[src/rtl/tdc_hit_capture.sv]
// TDC hit capture: timestamps filtered hits with {coarse counter, fine popcount}
// and queues the words in a small FIFO with a valid/ready read port.
//
// Ports:
//   clk         system clock (only clock)
//   rst         asynchronous active-high reset
//   hit_valid   filtered hit qualifier (level, clk-synchronous)
//   therm_code  sampled delay-line taps, bit 0 = first tap
//   out_data    head timestamp word {coarse, fine}
//   out_valid   FIFO non-empty
//   out_ready   consumer accepts the head word
//   ovf         sticky overflow flag
//   drop_cnt    saturating count of dropped hits
//   clr_ovf     synchronous clear of ovf and drop_cnt
module tdc_hit_capture #(
  parameter int NTAPS    = 64,
  parameter int COARSE_W = 16,
  parameter int FINE_W   = 7,
  parameter int DEPTH    = 4
) (
  input  logic                       clk,
  input  logic                       rst,
  input  logic                       hit_valid,
  input  logic [NTAPS-1:0]           therm_code,
  output logic [COARSE_W+FINE_W-1:0] out_data,
  output logic                       out_valid,
  input  logic                       out_ready,
  output logic                       ovf,
  output logic [7:0]                 drop_cnt,
  input  logic                       clr_ovf
);

  localparam int W  = COARSE_W + FINE_W;
  localparam int AW = $clog2(DEPTH);
  localparam logic [AW:0] PTR_ONE = 1;

  logic [COARSE_W-1:0] coarse;
  logic                hit_d;
  logic                hit_evt;

  logic                v1;
  logic [COARSE_W-1:0] c1;
  logic [NTAPS-1:0]    t1;

  logic                v2;
  logic [W-1:0]        w2;
  logic [FINE_W-1:0]   fine;

  logic [W-1:0]        mem [DEPTH];
  logic [AW:0]         wp;
  logic [AW:0]         rp;
  logic                full;
  logic                empty;
  logic                push;
  logic                pop;
  logic                drop;

  assign hit_evt = hit_valid & ~hit_d;

  always_ff @(posedge clk or posedge rst) begin
    if (rst) begin
      coarse <= '0;
      hit_d  <= 1'b0;
    end else begin
      coarse <= coarse + 1'b1;
      hit_d  <= hit_valid;
    end
  end

  // S1: capture coarse time and raw taps on the event cycle
  always_ff @(posedge clk or posedge rst) begin
    if (rst) begin
      v1 <= 1'b0;
      c1 <= '0;
      t1 <= '0;
    end else begin
      v1 <= hit_evt;
      if (hit_evt) begin
        c1 <= coarse;
        t1 <= therm_code;
      end
    end
  end

  // Counting ones rather than locating the 1->0 transition makes the
  // fine code immune to bubbles in the sampled thermometer.
  always_comb begin
    fine = '0;
    for (int i = 0; i < NTAPS; i++)
      fine = fine + FINE_W'(t1[i]);
  end

  // S2: register the assembled timestamp word
  always_ff @(posedge clk or posedge rst) begin
    if (rst) begin
      v2 <= 1'b0;
      w2 <= '0;
    end else begin
      v2 <= v1;
      if (v1)
        w2 <= {c1, fine};
    end
  end

  // S3: FIFO write; full is judged before any same-cycle pop
  assign empty = (wp == rp);
  assign full  = (wp[AW] != rp[AW]) &&
                 (wp[AW-1:0] == rp[AW-1:0]);
  assign push  = v2 & ~full;
  assign drop  = v2 & full;
  assign pop   = out_valid & out_ready;

  always_ff @(posedge clk) begin
    if (push)
      mem[wp[AW-1:0]] <= w2;
  end

  always_ff @(posedge clk or posedge rst) begin
    if (rst) begin
      wp <= '0;
      rp <= '0;
    end else begin
      if (push)
        wp <= wp + PTR_ONE;
      if (pop)
        rp <= rp + PTR_ONE;
    end
  end

  assign out_valid = ~empty;
  assign out_data  = out_valid ? mem[rp[AW-1:0]] : '0;

  // A drop in the same cycle as a clear restarts the count at one
  always_ff @(posedge clk or posedge rst) begin
    if (rst) begin
      ovf      <= 1'b0;
      drop_cnt <= '0;
    end else if (drop) begin
      ovf <= 1'b1;
      if (clr_ovf)
        drop_cnt <= 8'd1;
      else if (drop_cnt != 8'hFF)
        drop_cnt <= drop_cnt + 8'd1;
    end else if (clr_ovf) begin
      ovf      <= 1'b0;
      drop_cnt <= '0;
    end
  end

endmodule

[config.mk]
export PLATFORM = sky130hd
export DESIGN_NAME = tdc_hit_capture
export DESIGN_NICKNAME = d
export VERILOG_FILES = /design/src/rtl/tdc_hit_capture.sv
export SDC_FILE = /design/constraint.sdc
export NUM_CORES = 1
export LEC_CHECK = 0
export CAP_MARGIN = 20
export CORE_UTILIZATION = 30
export DETAILED_ROUTE_END_ITERATION = 12
export HOLD_SLACK_MARGIN = 0.06
export MAX_ROUTING_LAYER = met4
export SYNTH_ARGS = -nofsm -noshare
export SYNTH_HDL_FRONTEND = slang
export SYNTH_SLANG_ARGS = --single-unit
[constraint.sdc]
create_clock -name clk -period 5.81 [get_ports clk]
set_input_delay 0.8715 -clock clk [delete_from_list [all_inputs] [get_ports clk]]
set_output_delay 0.8715 -clock clk [all_outputs]
set_load 0.01 [all_outputs]
=== Word-level counts from Yosys, hierarchy flattened ===
Memory sizes are Yosys's and may differ from the RTL's.
Cells that the tools add are included.

* Add/subtract/negate cells: 67
* Equality and inequality tests: 4
* Mux-type cells: 9
* Bitwise logic cells: 7
* Reduce and logical (&&, ||, !) cells: 4

{| class="wikitable"
|+ Operator list
! cell !! number
|-
| adder 7 x 1 -> 7 bit || 57
|-
| 2-to-1 mux 8 bit || 4
|-
| 2-to-1 mux 23 bit || 1
|-
| adder 16 x 1 -> 16 bit, second input constant || 1
|-
| adder 8 x 1 -> 8 bit, second input constant || 1
|-
| inequality test 8 bit, second input constant || 1
|-
| adder 6 x 1 -> 7 bit || 1
|-
| adder 3 x 1 -> 3 bit, second input constant || 2
|-
| adder 5 x 1 -> 6 bit || 1
|-
| adder 4 x 1 -> 5 bit || 1
|-
| adder 3 x 1 -> 4 bit || 1
|-
| bitwise AND 1 bit || 4
|-
| 2-to-1 mux 1 bit || 4
|-
| nonzero test 2 bit || 2
|-
| adder 2 x 1 -> 3 bit || 1
|-
| == test 3 bit || 1
|-
| NOT 1 bit || 3
|-
| adder 1 x 1 -> 2 bit || 1
|-
| == test 2 bit || 1
|-
| AND reduction 2 bit || 1
|-
| logical AND 1 bit || 1
|-
| inequality test 1 bit || 1
|}

* Flip-flop bits (word level): 137
* RAM bits: 92
* Input bits: 69
* Output and inout bits: 33
* Logic and storage cells: 103
* Memories: 1

{| class="wikitable"
|+ Memory list
! memory !! depth !! bits a word !! rd ports !! clocked after Yosys merged registers in !! write ports !! line !! RTL
|-
| mem || 4 || 23 || 1 || 0 || 1 || 49 || <nowiki>logic [W-1:0] mem [DEPTH];</nowiki>
|}

=== Depth between registers and ports, before layout ===
Gate-level depths: netlist of the first run.

* Depth after elaboration: 63
* Mapped depth: 21

=== Worst setup path before layout of the first run ===
No wires, ideal clock.

* Kind: reg-to-reg
* Start: register t1[0]
* End: register w2[5]
* Setup time: 69 ps
* Arrival time: 5713 ps
* Data required time: 5741 ps
* Slack: 29 ps
* Stages on the path, launching flop included: 18
* Buffers on the path: 0
* Cell sequence: dfrtp_1 -> inv_1 -> fa_1 -> inv_1 -> fa_1 -> fa_1 -> fa_1 -> fa_1 -> fa_1 -> fa_1 -> inv_1 -> fa_1 -> inv_1 -> ha_1 -> a211oi_1 -> nor2_1 -> or4_1 -> nand3_1

* Cells in the longest elaborated chain, start to end: 63

{| class="wikitable"
|+ RTL lines
! element !! line !! RTL
|-
| start: declaration || 43 || <nowiki>logic [NTAPS-1:0] t1;</nowiki>
|-
| start signal: assignment || 80 || <nowiki>t1 <= therm_code;</nowiki>
|-
| adder 1 x 1 -> 2 bit || 90 || <nowiki>fine = fine + FINE_W'(t1[i]);</nowiki>
|-
| adder 2 x 1 -> 3 bit || 90 ||
|-
| adder 3 x 1 -> 4 bit || 90 ||
|-
| adder 4 x 1 -> 5 bit || 90 ||
|-
| adder 5 x 1 -> 6 bit || 90 ||
|-
| adder 6 x 1 -> 7 bit || 90 ||
|-
| adder 7 x 1 -> 7 bit (57 in a row) || 90 ||
|-
| end signal: assignment || 101 || <nowiki>w2 <= {c1, fine};</nowiki>
|-
| end: declaration || 46 || <nowiki>logic [W-1:0] w2;</nowiki>
|}

No other way between the ends.
A chain may end at the register's enable or synchronous reset.

=== Worst setup path after layout of the first run ===
* Start: register t1[53]
* End: register w2[5]

* Cells in the longest elaborated chain, start to end: 11

{| class="wikitable"
|+ RTL lines
! element !! line
|-
| adder 7 x 1 -> 7 bit (11 in a row) || 90
|}

No other way between the ends.

==> run_results.csv, run 1 <==
group,metric,value,unit
drt,wl_per_cell,15.0,um
timing,drv_slew,0,
setup_path,crit_type,"reg -> reg",
final_layout,multiInputGateArea,3890,sq um
final_layout,syn2layout_area_growth,23.6,%
clock_tree,cts-htree-levels,1,
drt,ant_nets,0,
drt,first_pass_iters,4,
drt,drt_iter0_markers,197,
timing,hold_slack,468,ps
place,dpl.cell_count,1266,
logic_synthesis,yosys-top-cells-area,"dfrtp_1 33%, edfxtp_1 26%, fa_1 10%, mux2_2 7.2%, mux4_2 4.9%",
timing,finalCritPeriodShare,99.7,%
clock_tree,clk_path_buf_depth,3,
place,port_buffers,101,
timing,tightest_slew,999,ps
floorplanning,die-height,189,um
global_routing,grt_antenna_before_repair,5,
setup_path,start_kind,"flip-flop",
logic_synthesis,ys_seq_area_share,59.0,%
logic_synthesis,synth.most_common_cell,"dfrtp_1",
timing,fin_worst_skew,7.91,ps
setup_path,worst-path-buf-inv,6,
run_status,outcome,"complete, no violations",
clock_tree,numCtsBuffers,25,
global_routing,grt_use_total,11.9,%
final_layout,fillerInstances,3280,
logic_synthesis,synth.largest_area_cell,"dfrtp_1",
floorplanning,dieArea,35700,sq um
place,placed_area,12100,sq um
logic_synthesis,synth_top_area_share,32.7,%
place,globalplace.congestion,0.757,
drt,vias_per_cell,4.33,
floorplanning,initial_utilization,30.4,%
clock_tree,cts_tree,"done",
setup_path,arrival,6260,ps
timing,max-slew-margin-rel,33.3,%
clock_tree,root_buffer,"clkbuf_16",
global_routing,grt_pass1_wl,32900,um
timing,timing.fmax,0.173,GHz
logic_synthesis,synthFlopType,"dfrtp_1",
logic_synthesis,syn_nets,862,
hold_path,hp-class,"reg -> reg",
clock_tree,clock_sinks,229,
logic_synthesis,yosys_warnings,0,
final_layout,final_cells,1319,
logic_synthesis,yosysUniqueCellTypes,48,
clock_tree,clk_pin_slew,60,ps
logic_synthesis,synth.ff_latch_count,229,
timing,fin_crit,5790,ps
logic_synthesis,async_flop_share,59.8,%
logic_synthesis,syn_area,10500,sq um
clock_tree,clk_latency,530,ps
global_routing,grt_overflow_total,0,
setup_path,cp_slowest_cell,"fa_1",
drt,wl,19700,um
setup_path,worst_path_most_repeated_cell,"fa_1",
final_layout,layout.nets,985,
floorplanning,core_area,34500,sq um
drt,vias,5710,
place,dp_hpwl,13100,um
setup_path,end_kind,"flip-flop",
setup_path,r2r-start,"t1[53]",
clock_tree,cts_hold_buf,0,
floorplanning,die_w,189,um
logic_synthesis,synthTopCellsByCount,"137 x dfrtp_1, 95 x inv_1, 92 x edfxtp_1",
setup_path,critPathTopFamily,"adder cells",
setup_path,cp.required,6270,ps
global_routing,grt_pass1_vias,5912,
timing,rsz0062_at_grt,"true",
floorplanning,pin_count,102,
global_routing,grt_start_max_net_pins,102,
setup_path,cp_max_fo,2,
drt,drc_errors,0,
logic_synthesis,synth_edf_count,92,
flow_run,maxCapViolations,0,
timing,setup_viol,0,
final_layout,drive_above_1_share,19.3,%
setup_path,critPathMaxStageDelay,570,ps
final_layout,finalInstanceArea,13000,sq um
final_layout,regArea,6190,sq um
hold_path,min-delay-start,"coarse[15]",
floorplanning,rows,68,
setup_path,cp_cell_sequence,"inv_2, fa_1, inv_2, fa_2, inv_2, fa_1, inv_2, fa_2, fa_1, fa_1, inv_1, fa_1, fa_1, inv_1, ha_4, a211oi_2, nor2_1, or4_1, nand3_1",
timing,hold_viol,0,
logic_synthesis,synth_cells,717,
logic_synthesis,synth_area_per_cell,14.6,sq um
setup_path,critPathLaunch,"t1[53]",
[through the flow]
step	setup WS [ps]	utilization, %	TNS, ps
after floorplan	28.7	-	0
after global placement	-64.8	35.2	-75.0
after detailed placement	-117	35.2	-142
after CTS	1.40	37.5	0
after global routing	-180	37.6	-498
final	15.3	37.6	0
[cell families after synthesis]
| kind of cell | after synthesis | share of synthesized area [%] |
|---|---|---|
| muxes | 91 | 12.2 |
| xor gates and xnor gates | 22 | 2.09 |
| and+or+nand+nor | 116 | 5.67 |
| adders and majority gates | 76 | 12.9 |
| buffers and inverters | 121 | 4.50 |
| DFF | 229 | 59.0 |
| AOI/OAI and AO/OA | 62 | 3.54 |
[timing repair]
action	4_1_cts	5_1_grt
endpoints found under the setup margin	3	4
endpoints found under the hold margin	0	0
pin swaps	4	6
buffers inserted	1	1
resized for setup	10	10
[sequential cells by signal, indices dropped and copies added (netlist names)]
name	flops
c1	16
coarse	16
drop_cnt	8
hit_d	1
mem	92
ovf	1
rp	3
t1	64
v1	1
v2	1
w2	23
wp	3
[final cells by class]
class                      instances  area share, %
sequential                       229           47.8
multi-input combinational        367           30.0
timing repair buffer             122           9.15
clock buffer                      37           5.33
tap                              455           4.39
inverter                          95           2.79
clock inverter                     9          0.464
antenna                            5         0.0966
[metal layers]
layer  track usage, %  wire length [um]  up-vias
met5                -                 0        -
met4             2.73               354        0
met3             2.97              1110       31
met2             17.5              8800      108
met1             16.6              9470     2862
li1                 -                 -     2709
[cell usage in the layout, fill, tap and decap left out, drive strengths merged, types with 2 or more instances in the layout]
cell           Yosys  routed
inv               95      97
and4               3       3
nor4               4       4
edfxtp            92      92
o31a               2       2
a211oi             4       4
a21oi              3       3
mux4              23      23
or4                3       3
clkdlybuf4s50      0     101
xor2               9       9
clkinv             0       6
ha                22      22
buf                9      21
nand4              4       4
nor2               8       8
nor2b              3       3
xnor2             13      13
o31ai              4       4
diode              0       5
nand3              8       8
fa                54      54
o21a               2       2
dfrtp            137     137
and2              27      27
nor3               2       2
and3               3       3
mux2              67      67
o21ai             38      38
clkbuf            17      37
nand2             47      47
[worst paths after layout]
path / to / cells past startpoint / slack, ps
max: w2[5] / 19 / 20
min: coarse[15] / 1 / 470
max reg2reg: w2[5] / 19 / 20
min reg2reg: coarse[15] / 1 / 470
max in group asynchronous: t1[37] / 3 / 3790
min in group asynchronous: t1[5] / 2 / 940
Power of run 1 is not shown: default switching activity piles up to over one toggle a cycle in this logic, so the estimate is an artifact.
==> run 2: changes to the inputs <==
Settings changed: CORE_ASPECT_RATIO from default to 0.5.
==> run 2 against run 1 <==
Compared with the run above: via count grew 1.7%; register-to-register slack is essentially flat; global-route usage grew 0.52 points; sequential share of layout area grew 0.092 points; core utilization grew 0.78 points; final cell count is the same; first-iteration DRC count grew 32%; critical path depth grew 2; worst hold slack gained 2.4 ps; design area shrank 0.19%.
==> run_results.csv, run 2 (synthesized netlist as in run 1, its figures left out) <==
group,metric,value,unit
place,globalplace.congestion,0.764,
final_layout,finish.utilization,38.4,%
final_layout,drive_above_1_share,20.3,%
setup_path,cp.required,6230,ps
clock_tree,clk_path_buf_depth,3,
flow_run,maxCapViolations,0,
drt,drt_iter0_markers,260,
clock_tree,clock_sinks,229,
timing,finalCritPeriodShare,99.8,%
final_layout,antenna_cells,0,
place,port_buffers,101,
setup_path,start_kind,"flip-flop",
global_routing,grt_start_max_net_pins,101,
setup_path,cp_max_fo,3,
final_layout,syn2layout_area_growth,23.3,%
drt,first_pass_iters,4,
run_status,outcome,"complete, no violations",
setup_path,crit_type,"reg -> reg",
clock_tree,cts_tree,"done",
drt,vias_per_cell,4.40,
floorplanning,dieArea,35800,sq um
final_layout,largest_reg_flops,92,
floorplanning,rows,47,
global_routing,gr-usage-met1,15.0,%
timing,fin_worst_skew,11.6,ps
final_layout,layout.nets,982,
timing,fin_crit,5800,ps
floorplanning,pin_count,102,
timing,setup_slack,11.3,ps
floorplanning,die_w,266,um
timing,tns,0,ps
drt,wl,20800,um
clock_tree,clk_latency,530,ps
place,place_ws,-186,ps
global_routing,grt_antenna_before_repair,0,
drt,drc_errors,0,
place,placed_area,12100,sq um
floorplanning,initial_utilization,31.1,%
timing,timing.fmax,0.172,GHz
floorplanning,core_area,33700,sq um
global_routing,met2_usage,21.6,%
hold_path,min_path_cells,1,
final_layout,layout_common_cells,"137 x dfrtp_1, 101 x clkdlybuf4s50_1, 92 x edfxtp_1",
clock_tree,numCtsBuffers,23,
clock_tree,root_buffer,"clkbuf_16",
timing,tightest_slew,950,ps
setup_path,arrival,6220,ps
timing,max-slew-margin-rel,36.7,%
timing,setup_viol,0,
global_routing,grt_overflow_total,0,
drt,wl_per_cell,15.8,um
global_routing,busiest_layer,"met2",
clock_tree,clk_pin_slew,70,ps
setup_path,end_kind,"flip-flop",
timing,drv_slew,0,
global_routing,grt_pass1_vias,6376,
final_layout,layout_commonest_cell,"dfrtp_1",
global_routing,grt_use_total,12.4,%
final_layout,finalInstanceArea,12900,sq um
global_routing,grtUsageMet3,2.31,%
clock_tree,cts-htree-levels,1,
timing,rsz0062_at_grt,"true",
timing,hold_viol,0,
place,dp_hpwl,14400,um
drt,ant_nets,0,
hold_path,hp-class,"reg -> reg",
floorplanning,die-height,134,um
global_routing,grt_pass1_wl,34000,um
setup_path,reg2regPathDepth,21,
drt,vias,5806,
## run 2: changes by cell type in the layout (fill, tap and decap cells not counted), sizes merged
cell | before | now
clkinvlp | 1 | 3
clkbuf | 37 | 26
diode | 5 | 0
clkinv | 6 | 8
bufinv | 0 | 2
inv | 97 | 98
buf | 21 | 20
## run 2: worst paths after layout
path,start,endpoint,slack (ps)
min in group asynchronous,rst,t1[21],900
setup reg to reg,t1[53],w2[6],10
max in group asynchronous,rst,t1[10],3760
hold reg to reg,coarse[15],coarse[15],470
setup / recovery,t1[53],w2[6],10
hold / removal,coarse[15],coarse[15],470
## run 2: through the flow
stage                     hold WS, ps  std cells
after floorplan                   352        717
after global placement            461       1274
after detailed placement          461       1274
after CTS                         470       1317
after global routing              479       1319
final                             470       1319
## run 2: routing by layer
metal  part of all wire (%)  up-vias
met2                     51       81
met5                      0        -
met4                    2.1        0
li1                       -     2697
met3                    3.2       31
met1                     44     2997
## run 2: final cells by class
type / instances / area, sq um
repair buffers: 121 / 1160
well taps: 465 / 582
multi-input cells: 367 / 3880
clock inverters: 16 / 158
flip-flops and latches: 229 / 6190
clock buffers: 26 / 597
fillers: 3171 / 20800
inverters: 95 / 362
## run 2: critical path, stage by stage (launching register included)
cell,delay (ps)
dfrtp_1,340
inv_2,50
fa_1,550
inv_2,40
fa_2,530
inv_2,50
fa_1,470
inv_1,50
fa_2,530
fa_1,430
fa_1,500
inv_1,50
fa_1,460
fa_1,510
inv_2,50
ha_4,160
inv_2,50
fa_2,190
nor2b_1,50
o21a_1,170
o21a_1,180
o31a_1,270
## run 2: timing repair
item | in CTS | in global routing
gates resized for setup | 18 | 2
buffers inserted | 1 | 2
hold buffers | 0 | 0
pin swaps | 13 | 2
endpoints found under the setup margin | 3 | 5
Power of run 2 is left out for the same reason.
==> run 3: changes to the inputs <==
Settings changed: SKIP_CTS_REPAIR_TIMING from default to 1.
==> run 3 against run 2 <==
Compared with the run above: the flow now finishes with violations (setup timing); largest cell class unchanged; worst hold slack is essentially flat; sequential cell count is the same; clock-buffer cell count is the same; wire length is essentially flat; setup slack lost 64 ps; first-iteration DRC count grew 11%; core utilization is essentially flat; clock skew is essentially flat.
==> run_results.csv, run 3 (synthesized netlist as in run 1, its figures left out) <==
group,metric,value,unit
timing,setup_viol,2,
drt,vias_per_cell,4.39,
timing,drv_slew,0,
floorplanning,die_w,266,um
setup_path,cp.required,6230,ps
drt,drc_errors,0,
timing,setup_slack,-53.1,ps
clock_tree,clk_path_buf_depth,3,
drt,wl_per_cell,15.8,um
final_layout,layout_commonest_cell,"dfrtp_1",
setup_path,end_kind,"flip-flop",
timing,hold_viol,0,
global_routing,met2_usage,21.5,%
timing,rsz0062_at_grt,"true",
drt,drt_iter0_markers,289,
clock_tree,cts_tree,"done",
setup_path,start_kind,"flip-flop",
floorplanning,die-height,134,um
floorplanning,core_area,33700,sq um
timing,timing.fmax,0.171,GHz
place,place_ws,-186,ps
clock_tree,clk_latency,530,ps
final_layout,syn2layout_area_growth,23.3,%
final_layout,layout_common_cells,"137 x dfrtp_1, 101 x clkdlybuf4s50_1, 92 x edfxtp_1",
place,dpl.cell_count,1274,
clock_tree,numCtsBuffers,23,
drt,first_pass_iters,4,
timing,hold_slack,470,ps
final_layout,largest_reg_flops,92,
run_status,outcome,"finished, violations left",
global_routing,grt_start_max_net_pins,101,
hold_path,min-delay-start,"coarse[15]",
final_layout,antenna_cells,0,
global_routing,grt_pass1_vias,6348,
global_routing,grt_antenna_before_repair,0,
place,port_buffers,101,
clock_tree,cts-htree-levels,1,
final_layout,drive_above_1_share,19.4,%
setup_path,r2r-start,"t1[53]",
place,globalplace.congestion,0.764,
setup_path,arrival,6280,ps
floorplanning,dieArea,35800,sq um
global_routing,grtUsageMet3,2.31,%
timing,finalCritPeriodShare,101,%
timing,fin_worst_skew,12.1,ps
drt,wl,20800,um
run_status,violations,"setup timing",
floorplanning,pin_count,102,
setup_path,crit_type,"reg -> reg",
clock_tree,clock_sinks,229,
timing,fin_crit,5860,ps
floorplanning,rows,47,
clock_tree,clk_pin_slew,70,ps
final_layout,final_cells,1317,
timing,tightest_slew,956,ps
global_routing,gr-usage-met1,15.0,%
global_routing,grt_pass1_wl,33900,um
global_routing,busiest_layer,"met2",
setup_path,cp_max_fo,3,
drt,ant_nets,0,
setup_path,critPathLaunch,"t1[53]",
hold_path,hp-class,"reg -> reg",
final_layout,layout.nets,980,
global_routing,grt_overflow_total,0,
timing,max-slew-margin-rel,36.2,%
global_routing,grt_use_total,12.4,%
floorplanning,initial_utilization,31.1,%
flow_run,maxCapViolations,0,
drt,vias,5787,
clock_tree,root_buffer,"clkbuf_16",
place,dp_hpwl,14400,um
## run 3: path summary, 6_finish.rpt
path,slack [ps],endpoint,cells after the start
max,-50,w2[6],21
min,470,coarse[15],1
max reg2reg,-50,w2[6],21
min reg2reg,470,coarse[15],1
max in group asynchronous,3750,t1[10],3
min in group asynchronous,900,t1[21],2
## run 3: cell type report
cell class,instances,area [sq um]
Fill cell,3173,20800
Sequential cell,229,6190
Multi-Input combinational cell,367,3890
Timing Repair Buffer,119,1150
Clock buffer,26,597
Tap cell,465,582
Inverter,95,362
Clock inverter,16,158
## run 3: critical path: stages, from the launching register on
cell and delay, ps:
dfrtp_1 340, inv_2 50, fa_1 530, inv_1 60
fa_2 530, inv_1 70, fa_1 480, inv_1 50
fa_1 500, fa_1 440, fa_2 550, inv_2 40
fa_1 470, fa_1 510, inv_2 50, ha_4 170
inv_2 50, fa_2 200, nor2b_1 50, o21a_1 180
o21a_1 180, o31a_1 270
## run 3: metrics by stage
step           area [sq um]  TNS (ps)  util (%)
2_1_floorplan         10500         0         -
3_3_place_gp          12100      -102      35.9
3_5_place_dp          12100      -298      35.9
4_1_cts               12900      -355      38.2
5_1_grt               12900      -802      38.4
6_report              12900     -79.9      38.4
## run 3: layer usage
layer / up-vias / share of wire (%)
met2: 84 / 51
met4: 0 / 2.1
li1: 2692 / -
met5: - / 0
met3: 31 / 3.1
met1: 2980 / 44
Power of run 3 is left out for the same reason.
